<file path="src/rtl/keypad_debouncer.sv">
// keypad_debouncer
//   Cleans up the raw key code / key-down level coming from the 4x4 keypad
//   scan stage and turns every physical press into exactly one queued event.
//   The raw inputs are asynchronous, so both pass through two-flop
//   synchronizers before any decision is made. A press is accepted only after
//   the key-down level and key code have been stable for DEBOUNCE_CYCLES
//   cycles. A release is accepted under the same rule. Accepted presses go
//   into a small circular FIFO that is drained with a valid/ready handshake.
//
// Ports
//   CLOCK_50    in   1  system clock, rising edge
//   reset       in   1  synchronous, active-high reset
//   rawKey      in   4  raw key code (asynchronous)
//   rawValid    in   1  raw key-down level (asynchronous, bouncy)
//   out_key     out  4  key code at the FIFO head (0 while the FIFO is empty)
//   out_valid   out  1  FIFO non-empty
//   out_ready   in   1  consumer takes the head when out_valid & out_ready
//   key_held    out  1  debounced key-down level
//   held_key    out  4  code of the debounced held key, 0 when not held
//   fifo_level  out  5  number of queued events
//   overflow    out  1  sticky flag: a press was dropped on a full FIFO
module keypad_debouncer #(
  parameter int DEBOUNCE_CYCLES = 50000,
  parameter int FIFO_DEPTH      = 4
) (
  input  logic       CLOCK_50,
  input  logic       reset,
  input  logic [3:0] rawKey,
  input  logic       rawValid,
  output logic [3:0] out_key,
  output logic       out_valid,
  input  logic       out_ready,
  output logic       key_held,
  output logic [3:0] held_key,
  output logic [4:0] fifo_level,
  output logic       overflow
);

  localparam int               CNT_W    = $clog2(DEBOUNCE_CYCLES);
  localparam int               PTR_W    = $clog2(FIFO_DEPTH);
  localparam logic [CNT_W-1:0] CNT_LAST = CNT_W'(DEBOUNCE_CYCLES - 1);
  localparam logic [4:0]       LVL_FULL = 5'(FIFO_DEPTH);

  typedef enum logic [1:0] {
    IDLE,
    PRESS_WAIT,
    HELD,
    RELEASE_WAIT
  } state_t;

  logic             v_meta_q, v_s_q;
  logic [3:0]       k_meta_q, k_s_q;

  state_t           state_q, state_d;
  logic [CNT_W-1:0] cnt_q, cnt_d;
  logic [3:0]       cap_q, cap_d;
  logic             push_q, push_d;

  logic [3:0]       mem_q [FIFO_DEPTH];
  logic [PTR_W-1:0] wr_ptr_q, rd_ptr_q;
  logic [4:0]       level_q;
  logic             ovf_q;
  logic             fifo_full, do_pop, do_push;

  // Input synchronizers
  always_ff @(posedge CLOCK_50) begin
    if (reset) begin
      v_meta_q <= 1'b0;
      v_s_q    <= 1'b0;
      k_meta_q <= 4'd0;
      k_s_q    <= 4'd0;
    end else begin
      v_meta_q <= rawValid;
      v_s_q    <= v_meta_q;
      k_meta_q <= rawKey;
      k_s_q    <= k_meta_q;
    end
  end

  // Debounce FSM: state register
  always_ff @(posedge CLOCK_50) begin
    if (reset) begin
      state_q <= IDLE;
      cnt_q   <= '0;
      cap_q   <= 4'd0;
      push_q  <= 1'b0;
    end else begin
      state_q <= state_d;
      cnt_q   <= cnt_d;
      cap_q   <= cap_d;
      push_q  <= push_d;
    end
  end

  // Debounce FSM: next state. A bounce (level drop or code change) has
  // priority over completing the stability window. The push request is
  // registered, so the event lands in the FIFO one cycle after HELD is
  // entered; cap_q cannot change in between because HELD never leaves
  // towards IDLE in a single step.
  always_comb begin
    state_d = state_q;
    cnt_d   = cnt_q;
    cap_d   = cap_q;
    push_d  = 1'b0;
    case (state_q)
      IDLE: begin
        if (v_s_q) begin
          state_d = PRESS_WAIT;
          cnt_d   = '0;
          cap_d   = k_s_q;
        end
      end
      PRESS_WAIT: begin
        if (!v_s_q || (k_s_q != cap_q)) begin
          state_d = IDLE;
        end else if (cnt_q == CNT_LAST) begin
          state_d = HELD;
          push_d  = 1'b1;
        end else begin
          cnt_d = cnt_q + 1'b1;
        end
      end
      HELD: begin
        // Rollover to another code while still pressed is ignored.
        if (!v_s_q) begin
          state_d = RELEASE_WAIT;
          cnt_d   = '0;
        end
      end
      RELEASE_WAIT: begin
        if (v_s_q) begin
          state_d = HELD;
        end else if (cnt_q == CNT_LAST) begin
          state_d = IDLE;
        end else begin
          cnt_d = cnt_q + 1'b1;
        end
      end
      default: state_d = IDLE;
    endcase
  end

  // Event FIFO. On a full FIFO a simultaneous pop frees the slot the push
  // writes into (wr_ptr == rd_ptr), so both proceed.
  assign fifo_full = (level_q == LVL_FULL);
  assign do_pop    = (level_q != 5'd0) & out_ready;
  assign do_push   = push_q & (!fifo_full | do_pop);

  always_ff @(posedge CLOCK_50) begin
    if (reset) begin
      wr_ptr_q <= '0;
      rd_ptr_q <= '0;
      level_q  <= 5'd0;
      ovf_q    <= 1'b0;
    end else begin
      if (do_push) wr_ptr_q <= wr_ptr_q + 1'b1;
      if (do_pop)  rd_ptr_q <= rd_ptr_q + 1'b1;
      case ({do_push, do_pop})
        2'b10:   level_q <= level_q + 5'd1;
        2'b01:   level_q <= level_q - 5'd1;
        default: level_q <= level_q;
      endcase
      if (push_q && fifo_full && !do_pop) ovf_q <= 1'b1;
    end
  end

  always_ff @(posedge CLOCK_50) begin
    if (do_push) mem_q[wr_ptr_q] <= cap_q;
  end

  // Outputs
  assign out_valid  = (level_q != 5'd0);
  assign out_key    = out_valid ? mem_q[rd_ptr_q] : 4'd0;
  assign fifo_level = level_q;
  assign overflow   = ovf_q;
  assign key_held   = (state_q == HELD) || (state_q == RELEASE_WAIT);
  assign held_key   = key_held ? cap_q : 4'd0;

endmodule

</file>
<file path="config.mk">
export PLATFORM = sky130hd
export DESIGN_NAME = keypad_debouncer
export DESIGN_NICKNAME = d
export VERILOG_FILES = /design/src/rtl/keypad_debouncer.sv
export SDC_FILE = /design/constraint.sdc
export NUM_CORES = 1
export LEC_CHECK = 0
export CORE_AREA = 2 2 82 84
export DETAILED_ROUTE_END_ITERATION = 10
export DIE_AREA = 0 0 84 86
export GPL_TIMING_DRIVEN = 0
export MAX_ROUTING_LAYER = met4
export PLACE_DENSITY = 0.59
export SYNTH_ARGS = -nofsm -noshare
export SYNTH_HDL_FRONTEND = slang
export SYNTH_SLANG_ARGS = --single-unit
</file>
<file path="constraint.sdc">
create_clock -name CLOCK_50 -period 3.35 [get_ports CLOCK_50]
set_input_delay 0.335 -clock CLOCK_50 [delete_from_list [all_inputs] [get_ports CLOCK_50]]
set_output_delay 0.335 -clock CLOCK_50 [all_outputs]
set_load 0.05 [all_outputs]
</file>
==> results of run 1 <==
critical path: stages, from the launching register on:
cell	delay, ps
dfxtp_1	390
nor4_4	480
nor2b_1	280
inv_1	140
and2_1	160
clkdlybuf4s50_1	690
through the flow:
step                      area [um2]  std cells
after global routing            3270        379
after floorplan                 2750        264
after detailed placement        3070        363
after global placement          3070        363
final                           3270        379
after CTS                       3270        379
logic make-up after synthesis:
kind of cell               count (synthesis)  share of synthesized area, %
buffers and inverters                     17                          2.82
DFF                                       61                          50.2
adders and majority gates                  6                          2.73
xor gates and xnor gates                  12                          4.09
AOI/OAI and AO/OA                         52                          12.8
muxes                                      7                          4.37
and+or+nand+nor                          109                          23.0
final cells by class:
class / instances / area share [%]
sequential: 61 / 42.2
clock buffer: 13 / 4.90
inverter: 8 / 0.918
timing repair buffer: 22 / 6.73
buffer: 9 / 1.45
multi-input combinational: 186 / 39.5
clock inverter: 3 / 1.30
tap: 77 / 2.95
power groups by stage:
stage          Clock [W]  Sequential, W  Combinational [W]
2_1_floorplan          0       0.000898           0.000378
3_3_place_gp           0       0.000850           0.000593
3_5_place_dp           0       0.000849           0.000596
4_1_cts         0.000684       0.000832           0.000598
5_1_grt         0.000721       0.000840           0.000639
6_report        0.000667       0.000831           0.000592
synth_stat cells, drive strengths merged (4+ instances only):
| cell | number | area [um2] |
|---|---|---|
| xor2 | 5 | 51.3 |
| a21oi | 17 | 85.1 |
| clkbuf | 6 | 22.5 |
| dfxtp | 45 | 901 |
| nor2 | 19 | 71.3 |
| mux4 | 4 | 90.1 |
| inv | 8 | 30.0 |
| ha | 6 | 75.1 |
| o21ai | 10 | 50.1 |
| edfxtp | 16 | 480 |
| o31ai | 4 | 30.0 |
| nor2b | 13 | 81.3 |
| or3 | 4 | 25.0 |
| nand2b | 4 | 25.0 |
| or4 | 5 | 37.5 |
| nand2 | 18 | 70.1 |
| and2 | 15 | 98.9 |
| xnor2 | 7 | 61.3 |
| nand3 | 9 | 50.1 |
sequential cells by signal, indices dropped and copies added (netlist names), named ones only:
name / flops
cnt_q: 16
rd_ptr_q: 2
k_meta_q: 4
k_s_q: 4
v_s_q: 1
mem_q: 16
fifo_level: 5
state_q: 2
push_q: 1
wr_ptr_q: 2
cap_q: 4
overflow: 1
v_meta_q: 1
worst paths after layout:
check / end / cells after the start
worst max register to register: fifo_level[4] / 10
worst min-delay path: k_s_q[0] / 1
worst min register to register: k_s_q[0] / 1
worst max-delay path: out_key[2] / 5
layer usage:
layer  track usage, %  part of all wire, %
met4             8.80                  2.6
met5                -                    0
met2             23.8                   46
met3             3.56                  3.2
met1             18.6                   48
==> summary by stage, run 1 <==
Finish
Measured on the finished design, the core utilization comes to 52.1%. The area used by multi-input combinational logic is ~1300 um2. The top cell types in the final layout, fill and taps aside, are dfxtp_1, clkdlybuf4s50_1, nor2_1, nand2_1, a21oi_1. The area growth from synthesis to layout is 18.9%.

The count of filler cells inserted in the layout is just under 600. The number of antenna diodes in the final layout is 0. Registers take between 1000 and 1500 um2. The ratio of cells with drive above 1 in the final layout is 9.93%. The most common library cell in the layout ignoring fill and taps is dfxtp_1. In the final design database the tool counted a little over 300 nets.

Route
Once detail routing completed, the nets flagged for antenna violations numbered 0. Dividing the detail-routed wire length by the instance count gives about 13 um. The count of TritonRoute iterations in the first routing pass is 4. After detailed routing, the number of remaining DRC violations is 0.

The detail-routed via count per cell is ~5.3. The first-iteration detailed-routing DRC count is approximately 150. The aggregate routed wire length is a little under 5 mm.

Across all layers, the routed design uses around 2000 vias.

Placed design
Before CTS, the worst setup slack after placement is ~570 ps. The number of port buffers is 22. Routability-driven placement finished with a final weighted congestion of just over 0.8. The HPWL after detailed placement is around 3.5 mm.

STA
The fmax is ~360 MHz. The number of slew-limit violations in the final report is 0. The tightest slew margin relative to the limit is ~59%. After layout, the worst path uses between 80 and 90% of the clock period. Across all setup checks in the final design, the least slack found is around 550 ps. The number of failing hold endpoints at the final stage is 0. The clock tree skew after final layout is 7.95 ps. Hold timing on the final database bottoms out at a slack of roughly 430 ps.

Setup violations remaining at the end of the flow were counted as 0. The total negative slack for setup checks is 0 ps. Counting I/O delays and the setup requirement, the final critical path takes 2800 ps. Setup repair after global routing left no endpoint under its margin. The measured slew at the worst slew-check pin is approximately 620 ps.

Yosys
The proportion of register bits with asynchronous set or reset after synthesis is 0%. Counting every instance in the synthesized netlist gives between 200 and 300. The post-synthesis sequential area ratio is around 50%. The warning count from the yosys run is 0. The net count after synthesis is 278. The mapped netlist covers around 2800 um2. The synthesized design contains 16 enable-type register cells. After synthesis, the netlist uses between 50 and 60 different library cells.

The most common flop cell mapped by yosys is dfxtp_1. Counting flops and latches in the post-synthesis netlist gives 61. The mean post-synth cell area is about 10 um2.

Setup path
The element type at the critical path start is a register. Data on the critical path arrives at its endpoint at about 2500 ps. The element type at the critical path end is an output port. Across all register-to-register paths, the minimum setup slack is just under 600 ps. STA puts the critical path data required time at about 3000 ps.

By startpoint and endpoint, the worst setup path is classified as reg2out. Tracing the worst setup path back leads to its startpoint at fifo_level[0]. The startpoint identified for the worst register-to-register timing path is fifo_level[0]. Of all nets on the critical path, the largest fanout is 7.

Die
The floorplan step set the die height to 86 um. 24 I/O pins were placed. The floorplan step defined a core boundary enclosing about 6300 um2. The area of the die is between 7000 and 8000 um2. The width of the die is 84 um. The starting density of the core is around 44%. In this run the core area contains 29 standard-cell rows.

Pwr
Cell internal power was estimated by the tool at around 0.0014 W. The clock network burns 31.9% of the power. The switching part of the total is about 33%. For this design the static power due to leakage is 1.14 nW. In this run the power spent charging and discharging nets is between 0.0006 and 0.0007 W. The areal power density over the cells is about 640 nW/um2. After layout, the design draws a total of 0.00209 W. The share of total power dissipated in sequential elements is approximately two fifths.

Combinational logic is responsible for between 20% and 30% of the overall power. Across the VDD grid, the largest voltage drop is just under 0.6 mV.

Clock tree
After clock tree synthesis, the clock-pin slew on the worst setup and hold paths is about 70 ps. After clock tree synthesis, the flow added hold-fix buffers numbering 0. The number of clock buffers added by TritonCTS is 9. The clock latency on the worst-skew pair is approximately 330 ps.

The clock net in this run drives a total of 61 sinks. No sink is reached through more buffers than the 2 on the longest clock path. Post-CTS repair changed the size of 0 cells. After clock tree synthesis, the setup repair step added 0 buffers. TritonCTS built the clock tree. The H-tree depth is 3. The tree is rooted in a clkbuf_8.

Worst hold path
The source of the worst hold timing path is k_meta_q[0]. The class of the tightest hold or removal check is reg2reg.

Global routing
The via count of the first global-routing pass is roughly 1800. The first global-routing pass estimated around 8.4 mm of wire. The pin count of the biggest net entering global routing is 11. Across every metal layer, demand over resource in global routing totals ~15%. The total overflow left after global routing is 0.

The number of antenna violations at the first check in global routing is 0.

Flow run
The count of maximum capacitance violations is 0.

Outcome
The run finished with clean final reports.
No activity file was read; power rests on OpenSTA's default activity.
==> run 2: changes to the inputs <==
Settings changed: PLACE_DENSITY 0.59 to 0.61.
Clock period 3.35 ns to 2.5 ns, I/O delays scaled along.
==> run 2 against run 1 <==
  * Register-to-register slack worse by 510 ps
  * Sequential power is 36% higher
  * Combinational power is 46% higher
  * Clock power is 40% higher
  * Routed wire length is 4.6% higher
  * Die area stayed put
  * Power is 40% higher
  * Count of clock-buffer cells in the layout is 2 lower
  * Critical path type is now reg2reg
  * Critical endpoint is now fifo_level[4]
  * Highest routed layer unchanged
==> summary by stage, run 2 (synthesis gave the netlist of run 1 again) <==
Pwr
The static power due to leakage is 1.24 nW (+8.0%). The worst vdd rail ir drop is 0.790 mV (+34%). The areal power density over the cells came to 874 nW/um2 (+37%).

The overall power consumption came to 0.00292 W (+40%).

STA
The tightest slew margin relative to the limit is 56.7% (-2.2 points). The number of failing hold endpoints at the final stage is 0 (unchanged). The fmax is a little over 400 MHz. The number of slew-limit violations in the final report came to 0 (unchanged). In the finished design, the share of the clock period the worst path needs comes to 97.3%. The worst hold margin is 414 ps (-18.2 ps). The minimum clock period is between 2000 and 2500 ps. Setup repair after global routing could not meet its margin everywhere. The clock tree skew after final layout was 5.04 ps (-2.91 ps).

The final setup violation count is 0 (unchanged). The measured slew at the worst slew-check pin is 649 ps (+32.3 ps).

Global routing
The global-route total usage across every layer is 16.3% (+0.89 points). The via count of the first global-routing pass is 1969 (+10%). The pin count of the biggest net entering global routing came to 12 (+1). The number of antenna violations at the first check in global routing came to 0 (unchanged). The overflow left after global routing is 0 (unchanged).

The global-route wire length before repair is 9.00 mm (+7.7%).

Finish
The count of antenna diodes in the layout is 0 (unchanged). The end-of-flow core utilization is 53.2% (+1.1 points). The post-route cell area is 3340 um2 (+2.2%).

The ratio of cells with drive above 1 in the final layout was 13.2% (+3.2 points). The final net count is 313 (+0.64%). In the layout the commonest cells are dfxtp_1, nor2_1, clkdlybuf4s50_1, nand2_1, a21oi_1.

The area growth from synthesis to layout is 21.5%. The library cell used most frequently in the layout, excluding fill and tap cells, is dfxtp_1.

Route
The first-iteration detailed-routing DRC count was 98 (-34%). The detail-routed via count per cell is 5.35 (+0.96%). The aggregate routed wire length is 5.20 mm (+4.6%).

The total number of vias was 2038 (+1.5%). The final routed DRC violation total is 0 (unchanged). The count of TritonRoute iterations in the first routing pass is 4 (unchanged).

The number of routed nets with antenna violations is 0 (unchanged). The average wire length per cell after detail routing came to 13.6 um (+4.0%).

Placed design
The instance area at placement is 3100 um2 (+0.98%). The half-perimeter wire length after detailed placement is 3.61 mm (+4.0%). The number of port buffers is 22 (unchanged).

The routability congestion estimate from global placement was 0.844 (+2.7%).

Setup path
The setup slack on the worst flop-to-flop path is 70 ps (-510 ps). The worst setup path is launched from a register. The startpoint identified for the worst register-to-register timing path is fifo_level[4].

The most critical setup path has its startpoint at fifo_level[4]. The element type at the critical path end is a register. The worst endpoint required time came to 2700 ps (-310 ps). The arrival time at the worst endpoint is 2630 ps (+160 ps). The critical path class is reg2reg. The biggest fanout along the worst timing path was 4 (-3).

Worst hold path
In this run the most critical hold path is launched from reset. The path class of the tightest hold or removal check is in2reg.

Die
The number of top-level design ports is 24 (unchanged). The area of the die came to 7220 um2 (unchanged). The width of the die is 84 um (unchanged). The row count is 29 (unchanged). The core footprint is 6280 um2 (unchanged). The die height was 86 um (unchanged). The starting density of the core is 43.8% (unchanged).

Clock tree
The number of buffers added by the clock tree synthesis step was 9 (unchanged). The H-tree depth is 3 (unchanged). The number of clock sinks seen by CTS is 61 (unchanged). The clock-pin transition on the worst setup and hold timing paths is 60 ps (about the same). The clock tree from TritonCTS is yes. The clock latency on the worst-skew pair is 340 ps (about the same). The number of buffers on the longest clock path is 2 (unchanged).

In this run the clock root is driven by a clkbuf_8.

Outcome
The flow ran to the end, and the final reports show no timing, DRC or antenna violations.

Flow run
The count of maximum capacitance violations was 0 (unchanged).
run 2: cell count changes in the layout (fill, tap and decap cells not counted), moves of 2 or more:
cell	previous run	this run
dfxtp_1	45	41
clkdlybuf4s50_1	22	18
dlymetal6s2s_1	0	4
dfxtp_4	0	3
buf_4	0	2
run 2: area by class of cell:
type	instances	area (um2)
Fill cell	574	2940
Sequential cell	61	1390
Multi-Input combinational cell	186	1320
Timing Repair Buffer	24	245
Clock buffer	11	131
Tap cell	77	96.3
Clock inverter	5	76.3
Buffer	9	47.5
Inverter	8	30.0
run 2: final timing paths:
path / cells after the start / end
setup / recovery: 10 / fifo_level[4]
hold / removal: 3 / cnt_q[1]
setup reg to reg: 10 / fifo_level[4]
hold reg to reg: 1 / v_s_q
run 2: where the power goes:
part           internal (W)  switching (W)
Clock              0.000557       0.000374
Combinational      0.000341       0.000521
Sequential          0.00106      0.0000715
Total               0.00196       0.000967
run 2: repair_timing:
action                                  4_1_cts  5_1_grt
setup buffers                                 1        1
endpoints found under the setup margin        6        5
hold buffers                                  0        0
gates resized for setup                       0        6
pin swaps                                     1        2
run 2: metal layers:
metal  wire length [um]  global-route usage (%)  part of all wire, %  up-vias
li1                   -                       -                    -     1024
met1               2420                    19.5                   46      960
met2               2480                    25.2                   48       44
met3                192                    3.56                  3.7       10
met4                112                    9.97                  2.2        0
met5                  0                       -                    0        -
run 2: worst max-delay path, stage by stage, from the launching register on:
cell and delay (ps):
dfxtp_2 350, nor4_4 290, nor2b_4 200, nor2_1 60, xor2_1 140, ha_2 200
or4b_4 510, nor4_4 230, a41o_1 150, a21o_1 110, a21oi_1 50
run 2: through the flow:
step                      cells  setup TNS [ps]  worst slack [ps]
after floorplan             264           -22.0             -22.0
after global placement      363            -134              -134
after detailed placement    363            -135              -135
after CTS                   380               0              10.5
after global routing        381           -97.1             -97.1
final                       381               0              66.6
